### src/rtl/sar_search_ctrl.sv
// Successive-approximation search controller: walks a trial value MSB-first
// against an external magnitude comparator, with a final verify compare.
module sar_search_ctrl #(
  parameter int WIDTH = 4
) (
  input  logic             clk,
  input  logic             rst_n,
  input  logic             start,
  output logic [WIDTH-1:0] trial,
  output logic             trial_valid,
  input  logic             cmp_valid,
  input  logic             equal,
  input  logic             less_than,
  input  logic             greater_than,
  output logic             busy,
  output logic             done,
  output logic             found,
  output logic             error,
  output logic [WIDTH-1:0] result
);
  localparam int               IW      = (WIDTH > 1) ? $clog2(WIDTH) : 1;
  localparam logic [IW-1:0]    IDX_TOP = IW'(WIDTH - 1);
  localparam logic [WIDTH-1:0] ONE     = WIDTH'(1);

  typedef enum logic [1:0] {IDLE, PROBE, VERIFY, DONE} state_t;

  state_t           state;
  logic [WIDTH-1:0] acc;
  logic [IW-1:0]    idx;

  logic             hs, onehot, last_bit;
  logic [WIDTH-1:0] acc_nxt, trial_nxt;

  always_comb begin
    hs        = trial_valid & cmp_valid;
    // odd flag count, excluding all three set, is exactly one
    onehot    = (equal ^ less_than ^ greater_than) & ~(equal & less_than & greater_than);
    last_bit  = (idx == '0);
    acc_nxt   = greater_than ? trial : acc;
    trial_nxt = last_bit ? acc_nxt : (acc_nxt | (ONE << (idx - IW'(1))));
  end

  always_ff @(posedge clk) begin
    if (!rst_n) begin
      state       <= IDLE;
      acc         <= '0;
      idx         <= IDX_TOP;
      trial       <= '0;
      trial_valid <= 1'b0;
      busy        <= 1'b0;
      done        <= 1'b0;
      found       <= 1'b0;
      error       <= 1'b0;
      result      <= '0;
    end else begin
      case (state)
        IDLE, DONE: begin
          if (start) begin
            state       <= PROBE;
            acc         <= '0;
            idx         <= IDX_TOP;
            trial       <= ONE << IDX_TOP;
            trial_valid <= 1'b1;
            busy        <= 1'b1;
            done        <= 1'b0;
            found       <= 1'b0;
            error       <= 1'b0;
            result      <= '0;
          end
        end
        PROBE: begin
          if (hs) begin
            if (!onehot || equal) begin
              state       <= DONE;
              trial_valid <= 1'b0;
              busy        <= 1'b0;
              done        <= 1'b1;
              error       <= ~onehot;
              found       <= onehot;
              result      <= onehot ? trial : '0;
            end else begin
              acc   <= acc_nxt;
              trial <= trial_nxt;
              if (last_bit) state <= VERIFY;
              else          idx   <= idx - IW'(1);
            end
          end
        end
        VERIFY: begin
          // a one-hot lt/gt here means the comparator was inconsistent, not faulty
          if (hs) begin
            state       <= DONE;
            trial_valid <= 1'b0;
            busy        <= 1'b0;
            done        <= 1'b1;
            error       <= ~onehot;
            found       <= onehot & equal;
            result      <= onehot ? acc : '0;
          end
        end
        default: state <= IDLE;
      endcase
    end
  end

endmodule

### config.mk
export PLATFORM = sky130hd
export DESIGN_NAME = sar_search_ctrl
export DESIGN_NICKNAME = d
export VERILOG_FILES = /design/src/rtl/sar_search_ctrl.sv
export SDC_FILE = /design/constraint.sdc
export NUM_CORES = 1
export LEC_CHECK = 0
export BUFFER_PORTS_ARGS = -buffer_cell sky130_fd_sc_hd__buf_4
export CORE_ASPECT_RATIO = 0.6
export CORE_MARGIN = 2
export CORE_UTILIZATION = 35
export CTS_CLUSTER_DIAMETER = 80
export DETAILED_ROUTE_END_ITERATION = 7
export PLACE_DENSITY = 0.62
export SETUP_SLACK_MARGIN = 0.3
export SLEW_MARGIN = 20
export SYNTH_ARGS = -nofsm -noshare
export SYNTH_HDL_FRONTEND = slang
export SYNTH_SLANG_ARGS = --single-unit
### constraint.sdc
create_clock -name clk -period 2.2 [get_ports clk]
set_input_delay 0.11 -clock clk [delete_from_list [all_inputs] [get_ports clk]]
set_output_delay 0.11 -clock clk [all_outputs]
set_load 0.005 [all_outputs]
# After elaboration in Yosys (flattened, before gate mapping)
# Cells that the tools add are included.
# classes
add_sub_neg	1
n_reduce_logical	10
mux	45
shift	1
bitwise	10
eq_ne	10
# op_table
cell	count
$mux 4	13
$mux 2	9
$pmux 4 s2	2
$mux 1	14
$ne 2x2->1 const B	6
$pmux 1 s3	4
$pmux 4 s3	1
$reduce_and 4->1	3
$pmux 2 s3	1
$and 1x1->1	5
$reduce_and 5->1	1
$eq 2x2->1 const B	2
$logic_not 2->1	2
$or 4x4->4	1
$pmux 2 s2	1
$shl 1x2->4 const A	1
$ne 3x3->1 const B	1
$eq 2x1->1 const B	1
$not 1->1	2
$reduce_bool 2->1	1
$reduce_or 2->1	1
$sub 2x1->2 const B	1
$xor 1x1->1	2
$logic_not 1->1	1
$logic_or 1x1->1	1
# word_totals
ff_bits	20
word_cells	86

# Logic depth before layout (Yosys ltp)
# Gate-level depths: netlist of the first run.
# logic_depth
ltp_word	9
mapped_depth	7
mapped_depth_nobuf	6

# Worst setup path after synthesis of the first run
# No wires, ideal clock.
# synth_path
path_kind	flip-flop to flip-flop
startpoint	register state[0]
endpoint	register trial[1]
required_time_ns	2.083
period_less_slack_ns	1.708
path_stages_with_launch	7
slack_ns	0.492
arrival_ns	1.591
path_cell_list	dfxtp_1 -> inv_1 -> ha_1 -> nor2b_1 -> or3_1 -> and3_1 -> a22o_1
# synth_between
elab_chain_cells	4
# synth_lines
item	line	source
start: declaration	27	state_t state;
start signal: assignment	45	state <= IDLE;
start signal: assignment	59	state <= PROBE;
start signal: assignment	74	state <= DONE;
$eq 2x2->1 / $logic_not 2->1 (equally long branches)	56	case (state)
$reduce_or 2->1	56	
$ne 2x2->1 (no line) / $reduce_bool 2->1 (equally long branches)	n/a	
$reduce_and 4->1 (no line)	n/a	
end signal: assignment	62	trial <= ONE << IDX_TOP;
end signal: assignment	83	trial <= trial_nxt;
end: declaration	9	output logic [WIDTH-1:0] trial,
# Several ways; a longest one is shown, not always the timed one.
# A chain may end at the register's enable or synchronous reset.

# Final worst setup path of the first run
# Ends and elaborated chain as after synthesis.

==> summary.txt, run 1 <==
Logic synthesis
  – Synth area leader: dfxtp_1
  – Simple-Gate Fraction of Synth Area: 18.27%
  – Cell area after synthesis: between 1000 and 1500 um2
  – Synth unique cells: 39
  – Asr flop ratio synth: 0%
  – Synth warn: 0
  – Synthesis-stage register bit count: 20
  – Post-synthesis area per instance: slightly above 9 um2
  – Multiplexer area fraction after synthesis: 4.389%
  – Post-synthesis xor/xnor area fraction: 0%
  – Register area share after synthesis: a little under two fifths
  – Post-synth EDFFs: 0
  – Main combinational cell family by area after synthesis: compound AO/OA/AOI/OAI gates
  – Synth top area share: 37.96%
  – Commonest register cell after synthesis: dfxtp_1
  – Syn Inst Count: 115
  – Mapped Nets: about 130
  – Compound-Gate Fraction of Synth Area: between 20% and 30%
  – Synth top area cells: dfxtp_1 38%, ha_1 5.9%, o22ai_1 5.9%
  – Synth Area in Adders: 5.931%

Floorplan
  – Io pins: 20
  – Die height: ~47 um
  – Die width: 74.87 um
  – Core footprint: between 2000 and 3000 um2
  – Die area: around 3500 um2
  – Starting density of the core: 36.73%
  – Site row count: 15

Worst setup path
  – CP startpoint kind: flip-flop
  – CP most frequent cell: inv_1
  – CP max stage delay: between 300 and 400 ps
  – CP startpoint: state[0]
  – Data arrival, critical path: approximately 2000 ps
  – R2R depth: 6
  – Worst path slowest cell: ha_2
  – CP Buf/Inv Count: 2
  – Worst r2r src: state[0]
  – WP depth: 6
  – Worst-path fanout max: 7
  – FF-to-FF End: trial[1]
  – Setup Crit Path Kind: reg -> reg
  – Crit-path cells: inv_1 -> ha_2 -> inv_1 -> or3_1 -> and3_1 -> a22o_1
  – Flop-to-flop setup slack: between 300 and 400 ps
  – Worst setup path end: trial[1]
  – Crit end category: flip-flop
  – WP data required: around 2400 ps
  – Delay-heaviest family, CP: simple AND/OR/NAND/NOR gates

Timing
  – Fin crit share: a little over four fifths
  – Final Hold Viols: 0
  – Worst-margin pin slew: roughly 400 ps
  – Fin. max-slew vios: 0
  – FMAX: ~550 MHz
  – Unrepaired setup endpoints after global routing: false
  – Min cycle time layout: 1834 ps
  – Setup TNS: 0 ps
  – Worst slew margin: 73.04%
  – Final setup fails: 0
  – Fin Clk Skew: ~4.6 ps

GRT
  – Overflow after GRT: 0
  – Largest net degree at the start of global routing: 16
  – First-pass GRT wire length: approximately 4.4 mm
  – GR Util All Layers: around 17%
  – Initial antenna violation count: 0
  – Vias in the first global route: a little under 900

Run
  – MaxCap Viol Count: 0

Clock network
  – CTS tree: yes
  – Skew-Pair Late Insertion Delay: between 200 and 300 ps
  – CTS buffer count: 3
  – H-Tree Depth: 1
  – # Post-CTS Setup Buffers: 0
  – Post-CTS Hold Fix Bufs: 0
  – Clk sink count: 20
  – CTS resizes: 1
  – Clock slew at reported path FFs: ~80 ps
  – Max clock buf depth: 2
  – Root buf cell: clkbuf_8

Place
  – GPL Wtd Cong: between 0.8 and 0.9
  – Hpwl dp: just over 2 mm
  – Post-Place Cell Area: between 1000 and 1500 um2
  – IO buf count: 19

Power and ir drop
  – Leakage power total: 0.5655 nW
  – Worst vdd ir: around 0.70 mV
  – PD cells: approximately 1100 nW/um2
  – Tot Pwr: 1.419 mW

Finish
  – Ant diodes: 0
  – # fillers: between 300 and 400
  – Share of cells above drive strength 1: roughly 24%
  – Final nets: 148
  – P&R area growth vs syn: 24.44%
  – Util after Layout: between 40% and 50%
  – Final instance area: around 1300 um2
  – Most frequent cells in the layout: 20 x dfxtp_1, 20 x buf_4, 10 x o22ai_1, 9 x nand2_1

Worst hold path
  – Min-delay src: equal
  – HP Class: in -> reg

Drt
  – Post-route ant nets: 0
  – Via-to-Cell Ratio: approximately 5.4
  – DRC: 0
  – Iter 0 DRT Violations: 67
  – WL final: 2.668 mm
  – Wire per inst: 15.07 um
  – DRT Pass-1 Iters: 4
  – Number of vias in the routed layout: between 900 and 1000

Outcome
  – Outcome: completed
==> routing by layer <==
metal	up-vias	track usage, %	share of wire [%]
li1	469	-	-
met1	458	25.07	51
met4	0	3.571	0.86
met2	24	24.21	42
met3	4	6.346	5.8
met5	-	0	0
==> cells by family after synthesis <==
family,after synthesis
AOI/OAI and AO/OA,40
and+or+nand+nor,34
DFF,20
buffers and inverters,12
adders and majority gates,5
muxes,4
==> registers in the layout, summed over array words and instances (netlist names) <==
name,cells
state,2
result,4
found,1
acc,4
done,1
idx,2
busy,1
trial,4
error,1
==> Yosys cell counts (4+ instances only) <==
| cell type | number |
|---|---|
| nor2_1 | 7 |
| o22ai_1 | 10 |
| ha_1 | 5 |
| a22oi_1 | 5 |
| inv_1 | 7 |
| dfxtp_1 | 20 |
| o21ai_0 | 4 |
| nand2_1 | 9 |
| a22o_1 | 6 |
==> power breakdown <==
| group | switching, mW | leakage [nW] | internal [mW] |
|---|---|---|---|
| sequential | 0.0358 | 0.162 | 0.411 |
| combinational | 0.338 | 0.368 | 0.262 |
| clock | 0.130 | 0.0357 | 0.243 |
==> worst min-delay path by stage <==
| stage | endpoint | cells after the start | slack [ps] |
|---|---|---|---|
| 2_1_floorplan | found | 2 | 300 |
| 3_3_place_gp | found | 3 | 440 |
| 3_5_place_dp | found | 3 | 430 |
| 4_1_cts | found | 3 | 160 |
| 5_1_grt | found | 3 | 170 |
| 6_report | found | 3 | 160 |
==> final cells by class <==
cell class	instances	area, um2	share of cell area, %
multi-input cells	83	608.1	46.33
flip-flops and latches	20	400.4	30.51
repair buffers	20	150.1	11.44
well taps	42	52.55	4.004
clock buffers	3	41.29	3.146
clock inverters	1	30.03	2.288
inverters	8	30.03	2.288
==> worst register-to-register path: cells and delay by family (launching register included) <==
kind	cells	cell delay, ps
adders and majority gates	1	390
and+or+nand+nor	2	620
AOI/OAI and AO/OA	1	240
DFF	1	340
buffers and inverters	2	140
==> stage by stage <==
stage	setup slack, ps	hold slack (ps)	instances
floorplan	492.1	295.4	115
global placement	357.1	444.4	173
detailed placement	272.3	432.8	173
CTS	336.6	162.3	177
global route	289.7	171.5	177
finish	365.5	162.0	177
Power figures use the tool's default switching activity.
==> inputs of run 2 (changes only) <==
- PLACE_DENSITY: 0.62 -> 0.64
- clock period: 2.2 -> 1.6 ns (I/O delays scaled with it)
==> summary.txt, run 2 (synthesized netlist as in run 1, its figures left out) <==
GRT
  – GR Util All Layers: between 10% and 20%
  – Initial antenna violation count: 0
  – Overflow after GRT: 0
  – Largest net degree at the start of global routing: 16
  – Vias in the first global route: approximately 900
  – First-pass GRT wire length: approximately 4.4 mm

Finish
  – Non-filler cells, final: 188
  – Most frequent cells in the layout: 30 x buf_4, 16 x dfxtp_1, 9 x o22ai_1, 9 x nand2_1
  – P&R area growth vs syn: 44.37%
  – Final nets: about 160
  – Share of cells above drive strength 1: 44.52%
  – Ant diodes: 0
  – # fillers: roughly 270
  – Leading cell type in the layout, fill and taps excluded: buf_4
  – Final instance area: about 1500 um2
  – Area occupied by multi-input gates: about 730 um2
  – Util after Layout: between 50 and 60%
  – FF+latch area: around 410 um2
  – Largest regs: acc (4), result (4), trial (4)

Timing
  – Min cycle time layout: approximately 1600 ps
  – Hold Slack: about 150 ps
  – Final setup margin: approximately 32 ps
  – Final setup fails: 0
  – Unrepaired setup endpoints after global routing: true
  – Fin Clk Skew: 2.526 ps
  – Worst slew margin: between 70 and 80%
  – Final Hold Viols: 0
  – Worst-margin pin slew: around 320 ps
  – FMAX: 637.9 MHz
  – Fin crit share: between 90% and 100%
  – Fin. max-slew vios: 0

Drt
  – Post-route ant nets: 0
  – Iter 0 DRT Violations: 53
  – Via-to-Cell Ratio: ~5.4
  – Number of vias in the routed layout: between 1000 and 1500
  – WL final: 2.951 mm
  – DRT Pass-1 Iters: 4
  – Wire per inst: approximately 16 um
  – DRC: 0

Place
  – Hpwl dp: 1.976 mm
  – GPL Wtd Cong: approximately 0.87
  – Pre-CTS WS: -17.42 ps
  – IO buf count: 19
  – Post-Place Cell Area: ~1300 um2
  – Placed cell count: about 180

Clock network
  – Max clock buf depth: 2
  – Root buf cell: clkbuf_8
  – H-Tree Depth: 1
  – CTS buffer count: 3
  – Clock slew at reported path FFs: approximately 80 ps
  – Clk sink count: 20
  – CTS tree: yes
  – Skew-Pair Late Insertion Delay: about 260 ps

Floorplan
  – Site row count: 15
  – Io pins: 20
  – Die area: about 3500 um2
  – Core footprint: ~2900 um2
  – Die height: roughly 47 um
  – Die width: about 75 um
  – Starting density of the core: 36.73%

Worst setup path
  – Worst-path fanout max: 5
  – Data arrival, critical path: 1730 ps
  – Setup Crit Path Kind: reg -> reg
  – Crit end category: flip-flop
  – WP data required: 1760 ps
  – CP startpoint kind: flip-flop

Run
  – MaxCap Viol Count: 0

Power and ir drop
  – Leakage power total: about 0.65 nW
  – Worst vdd ir: approximately 0.9 mV
  – PD cells: 1579 nW/um2

Worst hold path
  – HP Class: in -> reg

Outcome
  – Outcome: completed
==> run 2: worst max-delay path, stage by stage, from the launching register on <==
cell and delay [ps]:
dfxtp_2 340, inv_2 50, ha_4 300, inv_2 40
or3_4 370, and3_4 160, a22o_1 190
==> run 2: layout make-up <==
cell class / instances / share of cell area (%)
Clock buffer: 3 / 2.712
Clock inverter: 1 / 1.972
Inverter: 8 / 1.972
Multi-Input combinational cell: 83 / 47.74
Sequential cell: 20 / 26.62
Tap cell: 42 / 3.451
Timing Repair Buffer: 31 / 15.53
==> run 2: repair_timing <==
item,CTS,global route
hold buffers,0,0
setup buffers,3,2
setup endpoints to repair,20,20
gates resized for setup,8,11
pin swaps,4,4
==> run 2: routing by layer <==
metal / vias to the layer above / global-route usage (%) / share of wire [%]
li1: 495 / - / -
met1: 491 / 25.43 / 49
met2: 28 / 25.09 / 45
met3: 2 / 5.470 / 5.8
met4: 0 / 3.214 / 0.34
met5: - / 0 / 0
==> run 2: worst paths after layout <==
kind / startpoint / to / slack, ps / depth (start not counted)
hold reg to reg: error / error / 450 / 2
setup / recovery: state[0] / trial[1] / 30 / 6
hold / removal: rst_n / busy / 150 / 3
setup reg to reg: state[0] / trial[1] / 30 / 6
==> run 2: power breakdown <==
group	internal [mW]	switching [mW]	total [mW]
sequential	0.572	0.0618	0.634
combinational	0.633	0.623	1.26
clock	0.334	0.180	0.514
==> run 2: stage by stage <==
| stage | TNS, ps | total power [mW] |
|---|---|---|
| 2_1_floorplan | 0 | 1.328 |
| 3_3_place_gp | 0 | 1.565 |
| 3_5_place_dp | -64.19 | 1.598 |
| 4_1_cts | 0 | 2.243 |
| 5_1_grt | -47.28 | 2.539 |
| 6_report | 0 | 2.404 |
==> inputs of run 3 (changes only) <==
- CORE_ASPECT_RATIO: 0.6 -> 0.9
==> summary.txt, run 3 (synthesized netlist as in run 1, its figures left out) <==
Drt
  – Wire per inst: 15.43 um
  – Post-route ant nets: 0
  – Number of vias in the routed layout: between 1000 and 1500
  – Iter 0 DRT Violations: 38
  – DRC: 0
  – WL final: 2.931 mm
  – DRT Pass-1 Iters: 5
  – Via-to-Cell Ratio: approximately 5.4

Worst setup path
  – Crit end category: flip-flop
  – Flop-to-flop setup slack: about 33 ps
  – CP startpoint kind: flip-flop
  – Worst-path fanout max: 4
  – WP data required: ~1800 ps
  – Worst path slowest cell: or3_4
  – FF-to-FF End: trial[1]
  – Worst setup path end: trial[1]
  – CP most frequent cell: inv_2
  – Setup Crit Path Kind: reg -> reg
  – Data arrival, critical path: between 1500 and 2000 ps
  – CP startpoint: state[0]
  – Crit-path cells: inv_2 -> ha_4 -> inv_2 -> or3_4 -> and3_4 -> a22o_1
  – Worst r2r src: state[0]
  – R2R depth: 6
  – CP max stage delay: roughly 380 ps

Run
  – MaxCap Viol Count: 0

Timing
  – Final Hold Viols: 0
  – Fin Clk Skew: approximately 1.7 ps
  – Worst slew margin: ~78%
  – Setup TNS: 0 ps
  – Fin crit share: between 90% and 100%
  – Hold Slack: about 110 ps
  – FMAX: 638.3 MHz
  – Fin. max-slew vios: 0
  – Min cycle time layout: between 1500 and 2000 ps
  – Final setup margin: roughly 33 ps
  – Final setup fails: 0
  – Unrepaired setup endpoints after global routing: true
  – Worst-margin pin slew: 330.7 ps

Clock network
  – CTS tree: yes
  – H-Tree Depth: 1
  – Max clock buf depth: 2
  – Clock slew at reported path FFs: 120 ps
  – Root buf cell: clkbuf_4
  – Skew-Pair Late Insertion Delay: around 310 ps
  – CTS buffer count: 3
  – Post-CTS Hold Fix Bufs: 0
  – Clk sink count: 20

Floorplan
  – Starting density of the core: about 37%
  – Site row count: 18
  – Io pins: 20
  – Die area: between 3000 and 4000 um2
  – Core footprint: roughly 2800 um2
  – Die width: between 60 and 70 um
  – Die height: 56.08 um

Place
  – GPL Wtd Cong: around 0.85
  – IO buf count: 19
  – Placed cell count: 178
  – Pre-CTS WS: -46.91 ps
  – Hpwl dp: around 1.9 mm

GRT
  – Vias in the first global route: ~950
  – GR Util All Layers: 16.71%
  – Largest net degree at the start of global routing: 16
  – Initial antenna violation count: 0
  – Overflow after GRT: 0
  – First-pass GRT wire length: ~4.4 mm

Finish
  – Leading cell type in the layout, fill and taps excluded: buf_4
  – Final nets: 163
  – Non-filler cells, final: 190
  – P&R area growth vs syn: 49.58%
  – Largest regs: acc (4), result (4), trial (4)
  – Ant diodes: 0
  – Share of cells above drive strength 1: 48.67%
  – # fillers: between 200 and 250
  – Most frequent cells in the layout: 31 x buf_4, 16 x dfxtp_1, 9 x o22ai_1, 9 x nand2_1

Power and ir drop
  – PD cells: around 1600 nW/um2
  – Tot Pwr: between 2 and 2.5 mW
  – Leakage power total: between 0.6 and 0.7 nW
  – Worst vdd ir: about 0.75 mV

Outcome
  – Outcome: completed

Worst hold path
  – Worst hold stages: 3
  – HP Class: in -> reg
[run 3: changes by cell type in the layout (fill, tap and decap cells not counted), sizes merged]
cell and change:
clkbuf +1, bufinv -1, buf +4
[run 3: repair_timing]
action / in CTS / in global routing
resized for setup: 4 / 26
buffers inserted: 1 / 7
pin swaps: 5 / 12
endpoints found under the setup margin: 20 / 20
[run 3: cell type report]
class                           count  area (um2)  share of cell area (%)
Clock buffer                        4       36.28                   2.300
Tap cell                           40       50.05                   3.172
Inverter                            8       30.03                   1.903
Timing Repair Buffer               35       290.3                   18.40
Multi-Input combinational cell     83       765.7                   48.53
Sequential cell                    20       405.4                   25.69
[run 3: how the worst min path moves through the flow]
| stage | startpoint | end | slack, ps |
|---|---|---|---|
| 5_1_grt | rst_n | busy | 100 |
| 3_3_place_gp | rst_n | error | 430 |
| 2_1_floorplan | equal | found | 270 |
| 4_1_cts | rst_n | error | 100 |
| 3_5_place_dp | rst_n | error | 430 |
| 6_report | rst_n | busy | 110 |
[run 3: where the power goes]
part / internal (mW) / switching [mW] / leakage [nW]
combinational: 0.820 / 0.695 / 0.479
sequential: 0.572 / 0.0665 / 0.163
clock: 0.139 / 0.163 / 0.0210
[run 3: stage by stage]
stage          utilization [%]  area [um2]
6_report                 56.04        1578
5_1_grt                  56.04        1578
4_1_cts                  49.42        1391
3_5_place_dp             47.02        1324
3_3_place_gp             47.02        1324
2_1_floorplan                -        1099
[run 3: metal layers]
layer  share of wire (%)  wire, um  track usage [%]  vias up
li1                    -         -                -      502
met1                  44      1303            22.82      491
met2                  50      1465            25.86       27
met3                 3.8       111            2.791        8
met4                 1.7        51            6.079        0
met5                   0         0                0        -
[run 3: worst max-delay path: cells and delay by family (launching register included)]
kind                       cells  cell delay [ps]
adders and majority gates      1              290
DFF                            1              350
and+or+nand+nor                2              550
buffers and inverters          2               90
AOI/OAI and AO/OA              1              200
